File: config.mk
export PLATFORM = sky130hd
export DESIGN_NAME = count_display
export DESIGN_NICKNAME = d
export VERILOG_FILES = /design/src/rtl/count_display.sv
export SDC_FILE = /design/constraint.sdc
export NUM_CORES = 1
export LEC_CHECK = 0
export ABC_CLOCK_PERIOD_IN_PS = 2300
export CAP_MARGIN = 5
export CORE_MARGIN = 4
export CORE_UTILIZATION = 50
export CTS_CLUSTER_DIAMETER = 60
export DETAILED_ROUTE_END_ITERATION = 12
export GPL_ROUTABILITY_DRIVEN = 0
export PLACE_DENSITY = 0.78
export REMOVE_ABC_BUFFERS = 1
export SYNTH_ARGS = -nofsm -noshare
export SYNTH_HDL_FRONTEND = slang
export SYNTH_SLANG_ARGS = --single-unit
export TNS_END_PERCENT = 50
File: constraint.sdc
create_clock -name clk -period 2.3 [get_ports clk]
set_input_delay 0.46 -clock clk [delete_from_list [all_inputs] [get_ports clk]]
set_output_delay 0.46 -clock clk [all_outputs]
set_load 0.005 [all_outputs]
File: src/rtl/count_display.sv
// count_display: samples the 7-bit count bus, converts it to BCD with a
// sequential shift-add-3 FSM, and scans a 3-digit common-anode 7-segment
// display with leading-zero blanking and a dash pattern for over-range values.
module count_display #(
   parameter int SCAN_DIV = 1000,  // clk cycles each digit stays lit (>= 2)
   parameter int MAX_VAL  = 100    // largest value shown numerically
) (
   input  logic       clk,
   input  logic       reset,        // asynchronous, active-low
   input  logic [6:0] number,
   output logic [6:0] seg,          // {g,f,e,d,c,b,a}, active-low
   output logic [2:0] an,           // active-low one-hot digit enables
   output logic       busy,
   output logic       err
);

   localparam int         DIV_W    = $clog2(SCAN_DIV);
   localparam logic [6:0] SEG_BLK  = 7'b1111111;
   localparam logic [6:0] SEG_DASH = 7'b0111111;

   typedef enum logic [1:0] {
      IDLE = 2'd0,
      CONV = 2'd1,
      LOAD = 2'd2
   } state_t;

   state_t state, state_n;

   logic [6:0]  cap;        // value under conversion, kept intact for the range check
   logic [6:0]  shreg;      // binary bits still to be shifted into the BCD accumulator
   logic [11:0] bcd;
   logic [11:0] bcd_adj;
   logic [2:0]  iter;
   logic [6:0]  last;
   logic [3:0]  units, tens, hundreds;

   logic [DIV_W-1:0] div;
   logic [1:0]       idx;

   logic [6:0] seg_d;
   logic [2:0] an_d;

   // active-low 7-segment code for one decimal digit
   function automatic logic [6:0] seg7(input logic [3:0] d);
      logic [6:0] s;
      case (d)
         4'd0:    s = 7'b1000000;
         4'd1:    s = 7'b1111001;
         4'd2:    s = 7'b0100100;
         4'd3:    s = 7'b0110000;
         4'd4:    s = 7'b0011001;
         4'd5:    s = 7'b0010010;
         4'd6:    s = 7'b0000010;
         4'd7:    s = 7'b1111000;
         4'd8:    s = 7'b0000000;
         4'd9:    s = 7'b0010000;
         default: s = SEG_BLK;
      endcase
      return s;
   endfunction

   // add-3 correction on every nibble that would overflow past 9 after the shift
   always_comb begin
      bcd_adj = bcd;
      for (int n = 0; n < 3; n++) begin
         if (bcd[n*4 +: 4] >= 4'd5)
            bcd_adj[n*4 +: 4] = bcd[n*4 +: 4] + 4'd3;
      end
   end

   // state register
   always_ff @(posedge clk or negedge reset) begin
      if (!reset) state <= IDLE;
      else        state <= state_n;
   end

   // next-state: start on a changed input, 7 shift iterations, one load cycle
   always_comb begin
      state_n = state;
      case (state)
         IDLE:    if (number != last) state_n = CONV;
         CONV:    if (iter == 3'd6)   state_n = LOAD;
         LOAD:    state_n = IDLE;
         default: state_n = IDLE;
      endcase
   end

   assign busy = (state != IDLE);

   // conversion datapath and display registers
   always_ff @(posedge clk or negedge reset) begin
      if (!reset) begin
         cap      <= '0;
         shreg    <= '0;
         bcd      <= '0;
         iter     <= '0;
         last     <= '0;
         units    <= '0;
         tens     <= '0;
         hundreds <= '0;
         err      <= 1'b0;
      end else begin
         case (state)
            IDLE: begin
               if (number != last) begin
                  cap   <= number;
                  shreg <= number;
                  bcd   <= '0;
                  iter  <= '0;
               end
            end
            CONV: begin
               bcd   <= {bcd_adj[10:0], shreg[6]};
               shreg <= {shreg[5:0], 1'b0};
               iter  <= iter + 3'd1;
            end
            LOAD: begin
               hundreds <= bcd[11:8];
               tens     <= bcd[7:4];
               units    <= bcd[3:0];
               last     <= cap;
               err      <= (32'(cap) > 32'(MAX_VAL));
            end
            default: ;
         endcase
      end
   end

   // scan divider: each digit slot lasts SCAN_DIV cycles, slots rotate 0->1->2->0
   always_ff @(posedge clk or negedge reset) begin
      if (!reset) begin
         div <= '0;
         idx <= '0;
      end else if (div == DIV_W'(SCAN_DIV - 1)) begin
         div <= '0;
         idx <= (idx == 2'd2) ? 2'd0 : idx + 2'd1;
      end else begin
         div <= div + DIV_W'(1);
      end
   end

   // digit selection with leading-zero blanking; over-range lights dashes everywhere
   always_comb begin
      seg_d = SEG_BLK;
      an_d  = 3'b111;
      case (idx)
         2'd0: begin
            an_d  = 3'b110;
            seg_d = err ? SEG_DASH : seg7(units);
         end
         2'd1: begin
            if (err) begin
               an_d  = 3'b101;
               seg_d = SEG_DASH;
            end else if (hundreds != 4'd0 || tens != 4'd0) begin
               an_d  = 3'b101;
               seg_d = seg7(tens);
            end
         end
         2'd2: begin
            if (err) begin
               an_d  = 3'b011;
               seg_d = SEG_DASH;
            end else if (hundreds != 4'd0) begin
               an_d  = 3'b011;
               seg_d = seg7(hundreds);
            end
         end
         default: ;
      endcase
   end

   // registered pin drivers
   always_ff @(posedge clk or negedge reset) begin
      if (!reset) begin
         seg <= SEG_BLK;
         an  <= 3'b111;
      end else begin
         seg <= seg_d;
         an  <= an_d;
      end
   end

endmodule
==> results_dict.tcl <==
set metrics [dict create \
    grt_pass1_wl_um 13370 \
    yosysMostFrequentCell "dfrtp_1" \
    multi_input_area_sq_um 2022 \
    ys_ff_latch 73 \
    fin_nets 446 \
    min_path_type "input pin to asynchronous set/reset pin" \
    clockBufferDepth 2 \
    utilization 0.5925 \
    avgSynthCellArea_sq_um 10.39 \
    drtAntennaViolNets 0 \
    outcome "complete, no violations" \
    ys_async_sr_fraction 1.000 \
    dp_hpwl_um 5437 \
    swShare 0.3717 \
    maxSlewHeadroom 0.6645 \
    fmax_ghz 0.4631 \
    busiest_layer "met2" \
    cp_cell_sequence "or2_2 -> clkdlybuf4s50_1" \
    overflow 0 \
    synth_area_sq_um 4033 \
    ir_worst_vdd_uv 761.6 \
    yosysTopAreaCell "dfrtp_1" \
    cts.sinks 73 \
    synth_common_cells "63 x dfrtp_1, 29 x nand2_1" \
    finalHoldViolCount 0 \
    cts_tree "built" \
    reg2reg_slack_ns 0.28 \
    critical_path_buf_inv_count 1 \
    die_w_um 97.81 \
    cts_root_buf "clkbuf_8" \
    io_pins 21 \
    placed_cells_incl_taps 504 \
    grt_max_degree 74 \
    totalWireLength_um 7732 \
    met2_usage 0.2910 \
    regArea_sq_um 1839 \
    antenna_cells 0 \
    crit_required_ns 1.84 \
    num-fill-cells 653 \
    grt_antenna_before_repair 0 \
    power_density_nw_per_um2 1306 \
    max_stage_delay_ns 0.48 \
    pwr-share-comb 0.434 \
    seq_area_frac_synth 0.4561 \
    std_cell_rows 32 \
    skew_ns 0.01089 \
    cts_buffers 9 \
    worstSkewPairLatency_ns 0.36 \
    switchingPower_mw 2.234 \
    drive_gt1_frac 0.2033 \
    grtUsageMet1 0.2065 \
    worst_pin_slew_ns 0.4969 \
    ys_types 57 \
    path_max_fanout 8 \
    p_leak_nw 1.992 \
    cts_hold_buf 0 \
    instances_no_fill 520 \
    cts_repair_resize_count 0 \
    clockPowerShare 0.192 \
    io_buffer_count 20 \
    final-max-slew-violation-count 0 \
    vias_per_cell 5.602 \
    pwr-share-seq 0.374 \
    cap_violations 0 \
    finalSetupViolations 0 \
    ys.flop_type "dfrtp_1" \
    htree_levels 3 \
    core_area_sq_um 7767 \
    drtIter0Drc 148 \
    grtUsageTotal 0.1711 \
    period_share 0.9388 \
    die-area_sq_um 9566 \
    crit_slowest_cell "clkdlybuf4s50_1" \
    yosysWarnings 0 \
    wire_per_inst_um 14.87 \
    path_delay_family "buffers and inverters" \
    cts.reportedPaths.clkPinSlew_ns 0.08 \
    firstDrtPassIters 4 \
    synth_top_area_frac 0.3909 \
    start_kind "flop" \
    vias 2913 \
    cp_data_arrival_time_ns 1.70 \
    initial_core_util 0.5192 \
    synth-edff-count 0 \
    end_kind "output pin" \
    power.internal_mw 3.777 \
    postCtsSetupBuffers 0 \
    final.setup.tns_ns 0 \
    syn_to_final_growth_pct 14.12 \
    remaining_drc_errors 0 \
    period_minus_slack_ns 2.159 \
    die_y_um 97.81 \
    syn_inst 388 \
    setup.worst_path.class "flop to output pin" \
    synth_area_leaders "dfrtp_1 39%, ha_1 7.4%, mux2_2 6.7%" \
    met3_usage 0.03643 \
    rsz0062_at_grt "false" \
    grt_pass1_vias 2920 \
]
[layout make-up]
type,count,share of cell area
timing repair buffer,31,0.06308
clock inverter,6,0.01985
sequential,73,0.3997
inverter,25,0.02039
tap,102,0.02773
multi-input combinational,273,0.4394
clock buffer,10,0.02991
[through the flow]
stage	hold WS, ns	setup slack, ns	power, mW	instance area [sq um]
global placement	0.4416	0.1398	4.767	4373
finish	0.1189	0.1407	6.011	4602
global route	0.1539	0.06342	6.468	4602
detailed placement	0.4519	0.04668	4.876	4373
floorplan	0.1644	0.5092	4.071	3955
CTS	0.1354	0.1156	6.046	4602
[flip-flops by register name, summed over array words and instances, names as in the netlist]
name	count
idx	2
shreg	7
last	7
an	3
units	4
cap	7
tens	4
iter	3
state	2
err	1
bcd	12
hundreds	4
div	10
seg	7
[power by group through the flow]
stage / logic [mW] / clock network (mW) / registers [mW]
5_1_grt: 2.92 / 1.22 / 2.33
3_3_place_gp: 2.52 / 0 / 2.25
3_5_place_dp: 2.61 / 0 / 2.27
4_1_cts: 2.63 / 1.17 / 2.25
2_1_floorplan: 1.86 / 0 / 2.21
6_report: 2.61 / 1.16 / 2.25
[metal layers]
layer	part of all wire	wire, um
met5	0	0
met3	0.038	297
met2	0.49	3788
met1	0.44	3432
met4	0.028	213
[worst reg2reg max path: stages, from the launching register on]
cell and delay, ns:
dfrtp_1 0.47, inv_1 0.14, ha_1 0.24, or3b_2 0.52, or2_4 0.29, o21a_1 0.12
o221ai_1 0.17
[placed cells by master (no fill, tap or decap), types with 11 or more instances in the layout]
cell	count
clkdlybuf4s50_1	19
nand2_1	29
nor2_1	24
mux2_2	24
a21oi_1	16
o21ai_0	23
inv_1	24
xnor2_1	12
ha_1	24
dfrtp_1	63
nand2b_1	11
[final timing paths]
path                                   from  endpoint  depth (start not counted)
worst max-delay path               state[1]      busy                          2
worst min-delay path                  reset    div[6]                          2
worst max register to register  hundreds[1]    seg[6]                          6
worst min register to register       div[0]    div[0]                          1
max in group asynchronous             reset     an[0]                          2
min in group clk                     div[0]    div[0]                          1
[cells by family after synthesis]
logic type      synth area share
simple gates              0.1359
buf+inv                  0.04251
fa+ha+maj                0.07447
mux                      0.07943
flops                     0.4561
compound gates            0.1682
xor+xnor                 0.04344
(Power assumes the default switching activity.)
==> patch 1: new RTL, config.mk and constraints unchanged <==
Put one more register stage on the output `seg`. The value now appears one clock later. The other outputs are not delayed to match.
--- a/src/rtl/count_display.sv
+++ b/src/rtl/count_display.sv
@@ -23,6 +23,8 @@
       CONV = 2'd1,
       LOAD = 2'd2
    } state_t;
+
+   logic [6:0] seg_s0;
 
    state_t state, state_n;
 
@@ -173,12 +175,16 @@
    // registered pin drivers
    always_ff @(posedge clk or negedge reset) begin
       if (!reset) begin
-         seg <= SEG_BLK;
+         seg_s0 <= SEG_BLK;
          an  <= 3'b111;
       end else begin
-         seg <= seg_d;
+         seg_s0 <= seg_d;
          an  <= an_d;
       end
    end
 
+   always_ff @(posedge clk) begin
+      seg <= seg_s0;
+   end
+
 endmodule
Function: changed (a bounded check fails within 4 cycles, from zero or initial values and one cycle with reset low).
==> patch 1 against the original RTL <==
- critical path depth increased by 1
- worst setup slack gained 0.12 ns
- sequential cell count is 7 higher
- sequential power increased by 6%
- routed wire length fell by 0.80%
- design area increased by 1.8%
- first-iteration DRC count down 18%
- via count up 0.86%
- area after synthesis increased by 2.9%
- power fell by 4.4%
- critical path type unchanged
- largest cell class is now registers
- highest routed layer unchanged
==> patch 1: results (changes against the original RTL) <==
STATUS
--------------------------------------------------------------------------------
Run status ........................................................ finished clean

CELLS AND AREA
--------------------------------------------------------------------------------
Number of nets in the final layout ................................          454   +1.8%
Fraction of final layout cells with drive strength greater than 1 .       11.97%   -8.4 points
Number of diodes ..................................................            0   unchanged
Fillers ...........................................................          648   -0.77%

SYNTH
--------------------------------------------------------------------------------
Fraction of the yosys area taken by sequential cells ..............       47.69%   +2.1 points
Top cells by area in the synthesized netlist ...................... sky130_fd_sc_hd__dfrtp_1 38%, sky130_fd_sc_hd__ha_1 7.2%, sky130_fd_sc_hd__dfstp_2 6.3%, sky130_fd_sc_hd__xnor2_1 3.6%, sky130_fd_sc_hd__mux2_1 3.5%
Ys async rst share ................................................       91.25%   -8.8 points
Commonest cells post-synth ........................................ 63 x sky130_fd_sc_hd__dfrtp_1, 30 x sky130_fd_sc_hd__nand2_1, 28 x sky130_fd_sc_hd__inv_1, 24 x sky130_fd_sc_hd__ha_1, 21 x sky130_fd_sc_hd__nor2_1
Post-synthesis instance total .....................................          399   +2.8%
Number of different library cells in the post-synthesis netlist ...           55   -3.5%

DRT
--------------------------------------------------------------------------------
Routed wire length per instance ...................................     14.53 µm   -2.3%
Detailed Route Iter0 Violations ...................................          122   -18%
Detail-routed via count per cell ..................................        5.564   -0.67%

CRITICAL PATH
--------------------------------------------------------------------------------
Slowest-stage cell, CP ............................................ sky130_fd_sc_hd__dfrtp_1
Critical path fanouts, max ........................................            7   -1
Worst endpoint data arrival time ..................................      1.58 ns   -0.12 ns

POWER AND IR DROP
--------------------------------------------------------------------------------
VDD IR max ........................................................    0.7039 mV   -7.6%
Leak ..............................................................     2.107 nW   +5.8%
Design internal power .............................................     3.672 mW   -2.8%

PLACED DESIGN
--------------------------------------------------------------------------------
Placement-stage cell area ......................................... 0.004476 mm²   +2.3%
Post-placement cell count .........................................          512   +1.6%
Half-perimeter wire length after placement ........................     5.607 mm   +3.1%

TIMING
--------------------------------------------------------------------------------
Tightest Pin Transition ...........................................    0.6936 ns   +0.1967 ns
Max Clock Skew ....................................................  0.009551 ns   -0.001335 ns

GLOBAL ROUTING
--------------------------------------------------------------------------------
Pin count of the biggest net entering global routing ..............           39   -47%
First-pass GRT wire length ........................................     13.33 mm   -0.26%
Overall Global Routing Usage ......................................       16.56%   -0.55 points

==> patch 1: cell type report <==
class,count,area [µm²],share of cell area [%]
Clock buffer,10,127.6,2.723
Clock inverter,6,83.83,1.789
Inverter,30,112.6,2.403
Multi-Input combinational cell,270,1961,41.83
Sequential cell,80,1979,42.23
Tap cell,102,127.6,2.723
Timing Repair Buffer,30,295.3,6.300
==> patch 1: worst paths after layout <==
check	slack, ns	cells past startpoint	endpoint	from
setup / recovery	0.26	3	busy	state[1]$_DFFE_PN0P_
hold / removal	0.07	1	idx[0]$_DFFE_PN0N_	reset
setup reg to reg	0.35	6	seg_s0[1]$_DFF_PN1_	hundreds[1]$_DFFE_PN0N_
hold reg to reg	0.40	0	seg[6]$_DFF_P_	seg_s0[6]$_DFF_PN1_
max in group asynchronous	1.50	3	last[5]$_DFFE_PN0N_	reset
min in group clk	0.40	0	seg[6]$_DFF_P_	seg_s0[6]$_DFF_PN1_
==> patch 1: kinds of logic after synthesis <==
family | after synthesis | share of synthesized area, %
multiplexers | 27 | 7.145
AO/OA/AOI/OAI | 93 | 15.65
flip-flops | 80 | 47.69
adder cells (fa/ha/maj) | 24 | 7.236
XOR/XNOR | 20 | 4.221
buffers and inverters | 49 | 5.065
AND/OR/NAND/NOR | 106 | 12.99
==> patch 1: stage by stage <==
stage               util [%]  worst slack (ns)  hold slack, ns
floorplan                  -            0.4686          0.1644
global placement       56.74            0.2026          0.3857
detailed placement     56.74            0.1458          0.3886
CTS                    59.42            0.2345         0.06861
global route           59.42            0.1489          0.1064
finish                 59.42            0.2642         0.07171
==> patch 1: power by group through the flow <==
stage | registers [mW] | clock network (mW) | logic [mW]
floorplan | 2.30 | 0 | 1.62
global placement | 2.38 | 0 | 2.18
detailed placement | 2.41 | 0 | 2.26
CTS | 2.39 | 1.14 | 2.27
global route | 2.47 | 1.20 | 2.54
finish | 2.39 | 1.11 | 2.26
==> patch 1: routing by layer <==
layer | wire length, µm | vias to the layer above | track usage (%) | part of all wire, %
met5 | 0 | - | 0 | 0
met4 | 142 | 0 | 6.618 | 1.9
met3 | 283 | 19 | 3.997 | 3.7
met2 | 3741 | 59 | 27.84 | 49
met1 | 3503 | 1408 | 20.52 | 46
li1 | - | 1452 | - | -
==> patch 2: new RTL, same settings <==
Made on the original files. The parameter `SCAN_DIV` goes from 1000 to 2000.
--- a/src/rtl/count_display.sv
+++ b/src/rtl/count_display.sv
@@ -2,7 +2,7 @@
 // sequential shift-add-3 FSM, and scans a 3-digit common-anode 7-segment
 // display with leading-zero blanking and a dash pattern for over-range values.
 module count_display #(
-   parameter int SCAN_DIV = 1000,  // clk cycles each digit stays lit (>= 2)
+   parameter int SCAN_DIV = 2000,  // clk cycles each digit stays lit (>= 2)
    parameter int MAX_VAL  = 100    // largest value shown numerically
 ) (
    input  logic       clk,
Function: same outputs for any inputs over 10 cycles, from zero or initial values and one cycle with reset low; that may be too few to reach the edited logic, so the function may still have changed.
==> patch 2 against the original RTL <==
- power fell by 6.1%
- critical path depth unchanged
- area after synthesis increased by 1.2%
- routed wire length shrank 2.7%
- worst setup slack gained 0.11 ns
- highest routed layer unchanged
- design area rose by 0.35%
- clock skew is 0.0041 ns lower
- sequential cell count up 1
==> patch 2: results (changes against the original RTL) <==
POWER AND IR DROP
---------------------------------------------------------------------------------
Leak ...............................................................     1.972 nW   -0.99%
VDD IR max .........................................................    0.6626 mV   -13%
Design internal power ..............................................     3.496 mW   -7.4%

SYNTH
---------------------------------------------------------------------------------
Commonest cells post-synth ......................................... 64 x sky130_fd_sc_hd__dfrtp_1, 32 x sky130_fd_sc_hd__nand2_1, 25 x sky130_fd_sc_hd__o21ai_0, 24 x sky130_fd_sc_hd__ha_1, 24 x sky130_fd_sc_hd__mux2_2
Post-synthesis instance total ......................................          394   +1.5%
Number of different library cells in the post-synthesis netlist ....           59   +3.5%
Fraction of the yosys area taken by sequential cells ...............       45.68%   +0.068 points
Top cells by area in the synthesized netlist ....................... sky130_fd_sc_hd__dfrtp_1 39%, sky130_fd_sc_hd__ha_1 7.4%, sky130_fd_sc_hd__mux2_2 6.6%, sky130_fd_sc_hd__dfstp_2 6.4%, sky130_fd_sc_hd__o21ai_0 3.1%

CRITICAL PATH
---------------------------------------------------------------------------------
Worst endpoint data arrival time ...................................      1.59 ns   -0.11 ns

PLACED DESIGN
---------------------------------------------------------------------------------
Placement Setup Slack ..............................................   0.06484 ns   +0.01816 ns
Placement-stage cell area .......................................... 0.004423 mm²   +1.1%
Post-placement cell count ..........................................          509   +0.99%
Half-perimeter wire length after placement .........................     5.374 mm   -1.2%

GLOBAL ROUTING
---------------------------------------------------------------------------------
First-pass GRT wire length .........................................     13.25 mm   -0.83%
Pin count of the biggest net entering global routing ...............           48   -35%
Vias in the first global route .....................................         2851   -2.4%
Overall Global Routing Usage .......................................       16.64%   -0.47 points

TIMING
---------------------------------------------------------------------------------
Max_slew headroom ..................................................       59.77%   -6.7 points
Worst hold slack across all endpoints ..............................    0.1183 ns   -0.0006130 ns
Achievable clock frequency .........................................    488.8 MHz   +5.5%

CLOCK TREE
---------------------------------------------------------------------------------
Clk_lat worst skew .................................................      0.34 ns   -0.02 ns
Gates resized, CTS repair ..........................................            0   unchanged

CELLS AND AREA
---------------------------------------------------------------------------------
Fillers ............................................................          673   +3.1%
Post-layout util ...................................................       58.85%   -0.40 points
Biggest regs ....................................................... bcd x12, div x11
Final standard cell count with taps included and fillers excluded ..          525   +0.96%
Fraction of final layout cells with drive strength greater than 1 ..       17.73%   -2.6 points
Number of nets in the final layout .................................          451   +1.1%

STATUS
---------------------------------------------------------------------------------
Run status ......................................................... finished clean

DRT
---------------------------------------------------------------------------------
Detailed Route Iter0 Violations ....................................          100   -32%
Detail-routed via count per cell ...................................        5.533   -1.2%
Routed wire length per instance ....................................     14.33 µm   -3.6%
Number of optimization iterations in the first detailed-route pass .            5   +1

==> patch 2: changes by cell type after synthesis, sizes merged, moves of 3 or more <==
| cell | before | now |
|---|---|---|
| nand2b | 11 | 15 |
| xor2 | 8 | 5 |
| buf | 4 | 9 |
| inv | 24 | 19 |
| o221ai | 5 | 2 |
| clkbuf | 13 | 9 |
| o2bb2ai | 3 | 7 |
| nand2 | 29 | 32 |
| a22o | 9 | 5 |
==> patch 2: metal layers <==
metal	part of all wire (%)	up-vias	wire, µm	track usage (%)
li1	-	1454	-	-
met1	47	1389	3500	21.02
met2	49	56	3695	27.77
met3	3.3	6	246	3.786
met4	1.1	0	82	6.408
met5	0	-	0	0
==> patch 2: final cells by class <==
| class | count | share of cell area (%) |
|---|---|---|
| multi-input cells | 282 | 44.46 |
| well taps | 102 | 2.763 |
| repair buffers | 31 | 6.556 |
| clock buffers | 10 | 2.763 |
| clock inverters | 6 | 1.463 |
| flip-flops and latches | 74 | 40.37 |
| inverters | 20 | 1.626 |
==> patch 2: final timing paths <==
path                                          from            endpoint  cells after the start
max                           state[1]$_DFFE_PN0P_                busy                      2
min                                          reset  idx[1]$_DFFE_PN0N_                      1
max reg2reg                hundreds[0]$_DFFE_PN0N_    seg[1]$_DFF_PN1_                      6
min reg2reg                       div[0]$_DFF_PN0_    div[0]$_DFF_PN0_                      1
max in group asynchronous                    reset  bcd[0]$_DFFE_PN0P_                      2
min in group clk                  div[0]$_DFF_PN0_    div[0]$_DFF_PN0_                      1
==> patch 2: kinds of logic (layout without fill, tap and decap cells) <==
| kind of cell | count (synthesis) | after routing | share of synthesized area [%] |
|---|---|---|---|
| compound gates | 97 | 97 | 16.65 |
| xor+xnor | 19 | 19 | 4.077 |
| mux | 29 | 29 | 7.848 |
| simple gates | 113 | 113 | 14.38 |
| buf+inv | 38 | 67 | 4.016 |
| flops | 74 | 74 | 45.68 |
| fa+ha+maj | 24 | 24 | 7.357 |
==> patch 2: power groups by stage <==
stage / clock network [mW] / logic [mW] / registers, mW
floorplan: 0 / 1.70 / 2.21
global placement: 0 / 2.24 / 2.28
detailed placement: 0 / 2.35 / 2.32
CTS: 1.03 / 2.36 / 2.29
global route: 1.09 / 2.66 / 2.39
finish: 0.997 / 2.35 / 2.30
